<file path="config.mk">
export PLATFORM = sky130hd
export DESIGN_NAME = param_grid_reader
export DESIGN_NICKNAME = d
export VERILOG_FILES = /design/src/rtl/param_grid_reader.sv
export SDC_FILE = /design/constraint.sdc
export NUM_CORES = 1
export LEC_CHECK = 0
export CORE_UTILIZATION = 40
export CTS_CLUSTER_SIZE = 40
export DETAILED_ROUTE_END_ITERATION = 16
export PLACE_DENSITY = 0.67
export REMOVE_ABC_BUFFERS = 1
export SETUP_SLACK_MARGIN = 0.4
export SLEW_MARGIN = 0
export SYNTH_ARGS = -nofsm -noshare
export SYNTH_HDL_FRONTEND = slang
export SYNTH_SLANG_ARGS = --single-unit
</file>
<file path="constraint.sdc">
create_clock -name clk -period 23.2 [get_ports clk]
set_input_delay 4.64 -clock clk [delete_from_list [all_inputs] [get_ports clk]]
set_output_delay 4.64 -clock clk [all_outputs]
set_load 0.005 [all_outputs]
</file>
<file path="src/rtl/param_grid_reader.sv">
// param_grid_reader
// On a start pulse, takes a snapshot of a flattened n_y_p x n_x_p grid of
// width_p-bit values. It then streams the values out one per beat in
// row-major order (row outer, column inner) over a valid/ready handshake.
// The stream is followed by a single-cycle done pulse.
//
// Ports:
//   clk      rising-edge clock
//   rst      asynchronous active-high reset
//   start_i  snapshot/readout request, only looked at in IDLE
//   grid_i   flattened grid, element [r][c] at ((r*n_x_p+c)*width_p) +: width_p
//   busy_o   readout in progress (cycle after start until the done cycle)
//   v_o      data_o/row_o/col_o/last_o describe a valid beat
//   ready_i  consumer accepts the beat when v_o & ready_i
//   data_o   current element
//   row_o    row index of the current element
//   col_o    column index of the current element
//   last_o   current beat is the bottom-right element
//   done_o   one-cycle pulse after the last beat is accepted
module param_grid_reader #(
  parameter int n_x_p   = 4,
  parameter int n_y_p   = 4,
  parameter int width_p = 32,
  localparam int row_w_lp = (n_y_p > 1) ? $clog2(n_y_p) : 1,
  localparam int col_w_lp = (n_x_p > 1) ? $clog2(n_x_p) : 1
) (
  input  logic                             clk,
  input  logic                             rst,
  input  logic                             start_i,
  input  logic [n_y_p*n_x_p*width_p-1:0]   grid_i,
  output logic                             busy_o,
  output logic                             v_o,
  input  logic                             ready_i,
  output logic [width_p-1:0]               data_o,
  output logic [row_w_lp-1:0]              row_o,
  output logic [col_w_lp-1:0]              col_o,
  output logic                             last_o,
  output logic                             done_o
);

  typedef enum logic [1:0] {
    ST_IDLE   = 2'd0,
    ST_STREAM = 2'd1,
    ST_DONE   = 2'd2
  } state_e;

  // Full-width index limits so non-power-of-two dimensions compare correctly.
  localparam logic [row_w_lp-1:0] row_max_lp = row_w_lp'(n_y_p - 1);
  localparam logic [col_w_lp-1:0] col_max_lp = col_w_lp'(n_x_p - 1);

  state_e                state_q;
  logic [width_p-1:0]    snap_q [n_y_p][n_x_p];
  logic [row_w_lp-1:0]   row_q;
  logic [col_w_lp-1:0]   col_q;
  logic                  busy_q;
  logic                  v_q;
  logic                  last_q;
  logic                  done_q;

  logic [row_w_lp-1:0]   row_d;
  logic [col_w_lp-1:0]   col_d;
  logic                  last_d;

  // Next row-major position after the current beat. It is only used when the
  // current beat is not the last, so the row increment never leaves the grid.
  always_comb begin
    row_d = row_q;
    col_d = col_q;
    if (col_q == col_max_lp) begin
      col_d = col_w_lp'(0);
      row_d = row_q + row_w_lp'(1);
    end else begin
      col_d = col_q + col_w_lp'(1);
    end
    last_d = (row_d == row_max_lp) && (col_d == col_max_lp);
  end

  // Readout FSM: snapshot capture, beat sequencing and registered status outputs.
  always_ff @(posedge clk or posedge rst) begin
    if (rst) begin
      state_q <= ST_IDLE;
      row_q   <= row_w_lp'(0);
      col_q   <= col_w_lp'(0);
      busy_q  <= 1'b0;
      v_q     <= 1'b0;
      last_q  <= 1'b0;
      done_q  <= 1'b0;
      for (int r = 0; r < n_y_p; r++) begin
        for (int c = 0; c < n_x_p; c++) begin
          snap_q[r][c] <= {width_p{1'b0}};
        end
      end
    end else begin
      case (state_q)
        ST_IDLE: begin
          done_q <= 1'b0;
          if (start_i) begin
            for (int r = 0; r < n_y_p; r++) begin
              for (int c = 0; c < n_x_p; c++) begin
                snap_q[r][c] <= grid_i[(r*n_x_p+c)*width_p +: width_p];
              end
            end
            row_q   <= row_w_lp'(0);
            col_q   <= col_w_lp'(0);
            busy_q  <= 1'b1;
            v_q     <= 1'b1;
            // A 1x1 grid's first beat is also its last.
            last_q  <= (row_max_lp == row_w_lp'(0)) && (col_max_lp == col_w_lp'(0));
            state_q <= ST_STREAM;
          end
        end
        ST_STREAM: begin
          if (v_q && ready_i) begin
            if (last_q) begin
              busy_q  <= 1'b0;
              v_q     <= 1'b0;
              last_q  <= 1'b0;
              done_q  <= 1'b1;
              state_q <= ST_DONE;
            end else begin
              row_q  <= row_d;
              col_q  <= col_d;
              last_q <= last_d;
            end
          end
        end
        ST_DONE: begin
          // start_i is deliberately not looked at here.
          done_q  <= 1'b0;
          state_q <= ST_IDLE;
        end
        default: begin
          busy_q  <= 1'b0;
          v_q     <= 1'b0;
          last_q  <= 1'b0;
          done_q  <= 1'b0;
          state_q <= ST_IDLE;
        end
      endcase
    end
  end

  assign busy_o = busy_q;
  assign v_o    = v_q;
  assign last_o = last_q;
  assign done_o = done_q;
  assign row_o  = row_q;
  assign col_o  = col_q;
  // Element select from registered indices; stable while a beat is stalled.
  assign data_o = snap_q[row_q][col_q];

endmodule

</file>
==> impl_metrics.ini <==
[synthesis]
postSynth.asyncResetShare_pct = 100
number_of_enable_type_register_cells_in_the_synthesized_netlist = 0
synth.lib_cells_used.distinct = 31
synthesis.area_sq_mm = 0.0233
ys_top_cells_by_area = dfrtp_1 (56%), mux2_1 (22%), mux4_2 (12%)
synthDominantCellAreaShare_pct = 56.0
postSynthCellCount = 1401
yosys_warnings = 0
postSynthRegisterBits = 521
ys_seq_area_share_pct = 56.0
postSynthAreaPerCell_sq_um = 16.6
synthDominantAreaCellType = dfrtp_1
ys_dominant_reg_cell = dfrtp_1

[clock_tree]
max-clock-path-buffers = 3
clock_tree.htree_level_count = 2
postCtsSetupBuffers = 0
post_cts_resized = 0
clkTransAtPathRegs_ps = 60
cts_root_buffer = clkbuf_16
cts_num_sinks = 521
number_of_buffers_added_by_the_clock_tree_synthesis_step = 57
hold_buffers = 0
tritoncts = done
clock_insertion_delay_worst_skew_ps = 590

[detailed_routing]
drt_wl_total_um = 61900
routed_wire_length_per_instance_um = 22.6
vias = 14200
first_pass_iters = 5
dr.first_iter.drc_count = 610
route.antenna.remaining_nets = 0
drc = 0
via_per_inst = 5.18

[place]
final_hpwl_from_detailed_placement_um = 42700
placement.io_buffers = 555
dp_worst_setup_slack_ps = 14270
post-place-cells = 2635
placedInstanceArea_sq_mm = 0.0293
globalplace.congestion = 0.814

[setup_path]
critical_path_class = reg2out
cp_max_fo = 49
critical-path-top-delay-family = buffers and inverters
wp_data_required_ps = 18560
timing.critical_path.cells = buf_4, mux4_2, a22oi_1, nand2_1, clkdlybuf4s50_1
critical_path_buf_inv_count = 2
reg2reg_slack_ps = 19380
critPathSlowestCell = dfrtp_4
cpPeakStageDelay_ps = 1060
worstPathArrival_ps = 4000
setup.worst_path.end_class = primary output
startpoint_type = flip-flop

[pwr]
power.leakage_nw = 12.5
powerDensity_mw_per_mm2 = 129
design_power_total_mw = 4.02
vdd_drop_max_v = 0.0000672

[layout]
final-seq-area_sq_mm = 0.0130
fillers = 4749
area_growth_syn_to_layout_pct = 33.8
post-route-util_pct = 54.1
layout.cell_area.non_filler_sq_mm = 0.0312
share_of_final_layout_standard_cells_stronger_than_drive_strength_1_pct = 15.2
multi_input_comb_area_sq_mm = 0.00953
stdcell_count = 2744
num-nets-final = 2447

[timing]
worst-slew-pin-transition_ps = 1160
final.setup_skew_ps = 7.53
postLayoutSetupSlackWorst_ps = 14560
max_slew_margin_pct = 22.9
min_period_over_period_pct = 37.3
finalHoldViolCount = 0
timing.final.max_slew_violations = 0
max_freq_mhz = 116
rsz0062_at_grt = no
min_period_ps = 8640
final-setup-viol-count = 0

[global_routing]
global_route.usage.met1_pct = 26.5
grt-busiest-layer = met2
gr-usage-all-layers_pct = 21.1
grt_overflow_total = 0
first_global_vias = 15800
grt_use_met3_pct = 6.50
grt_max_degree = 178
number_of_antenna_violations_at_the_first_check_in_global_routing = 16
global_route.usage.met2_pct = 35.6
grt_first_pass_wirelength_um = 95400

[die]
chipHeight_um = 243
fp-row-count = 88
core_area_sq_mm = 0.0576
top_ports = 556
fp.dieW_um = 243
fp.dieArea_sq_mm = 0.0592
initial_standard_cell_utilization_of_the_core_pct = 40.5

[worst_hold_path]
hold_path.class = reg2reg

[job]
max_cap_violations = 0

[status]
status = completed
-- registers in the layout, summed over array words and instances, names as in the netlist --
signal,cells
col_o,2
done_o,1
last_o,1
row_o,2
snap_q,512
state_q,2
v_o,1
-- cells by family (layout without fill, tap and decap cells) --
group	Yosys count	in the layout	share of synthesized area [%]
multiplexers	640	640	37.1
adder cells (fa/ha/maj)	2	2	0.107
buffers and inverters	105	676	3.27
AND/OR/NAND/NOR	54	54	1.00
AO/OA/AOI/OAI	77	77	2.46
XOR/XNOR	2	2	0.0752
other	0	7	0
flip-flops	521	521	56.0
-- per-stage QoR --
step,hold WS (ps),setup TNS [ps]
after detailed placement,469,0
after floorplan,453,-1476310
after global routing,495,0
after CTS,483,0
final,478,0
after global placement,462,0
-- metal layers --
| metal | up-vias | share of wire, % | wire length [um] |
|---|---|---|---|
| met1 | 7426 | 40 | 24900 |
| met3 | 81 | 7.8 | 4830 |
| met2 | 382 | 50 | 31100 |
| li1 | 6320 | - | - |
| met5 | - | 0.18 | 114 |
| met4 | 18 | 1.6 | 995 |
-- cell type report --
cell class	instances	area share (%)
antenna	7	0.0562
clock buffer	89	5.64
clock inverter	13	0.402
inverter	3	0.0602
multi-input combinational	775	30.6
sequential	521	41.9
tap	765	3.07
timing repair buffer	571	18.3
-- cell usage after synthesis, drive strengths merged, types with 2 or more instances --
cell	count
nand2b	3
clkbuf	15
o31ai	2
o21ai	3
inv	3
nor2	5
a21oi	3
mux2	512
mux4	128
buf	87
xnor2	2
dfrtp	521
a22oi	64
nand2	40
a21o	4
ha	2
-- where the power goes --
group          switching, mW  leakage [nW]  internal (mW)
Combinational          0.574          5.43          0.906
Clock                  0.364         0.935          0.538
Sequential             0.258          6.16           1.38
-- path summary, 6_finish.rpt --
path	cells after the start	from	endpoint
min reg2reg	1	snap_q[257]	snap_q[257]
max in group asynchronous	5	rst	snap_q[379]
min	1	snap_q[257]	snap_q[257]
max	5	row_o[0]	data_o[31]
min in group asynchronous	2	rst	snap_q[50]
max reg2reg	4	state_q[0]	snap_q[170]
-- cell usage in the layout, fill, tap and decap left out, types with 2 or more instances in the layout --
| cell | count |
|---|---|
| nand2_1 | 40 |
| mux2_2 | 54 |
| clkbuf_1 | 11 |
| clkinv_2 | 8 |
| mux4_2 | 128 |
| nand2b_1 | 3 |
| a21oi_1 | 3 |
| inv_1 | 2 |
| clkdlybuf4s50_1 | 555 |
| buf_4 | 13 |
| nor2_4 | 2 |
| clkbuf_16 | 57 |
| ha_1 | 2 |
| mux2_1 | 458 |
| xnor2_1 | 2 |
| bufinv_16 | 2 |
| dfrtp_4 | 2 |
| buf_12 | 3 |
| clkbuf_8 | 21 |
| o31ai_1 | 2 |
| a21o_1 | 4 |
| nor2_1 | 3 |
| a22oi_1 | 63 |
| dfrtp_1 | 519 |
| o21ai_0 | 2 |
| diode_2 | 7 |
No activity file was read; power rests on OpenSTA's default activity.
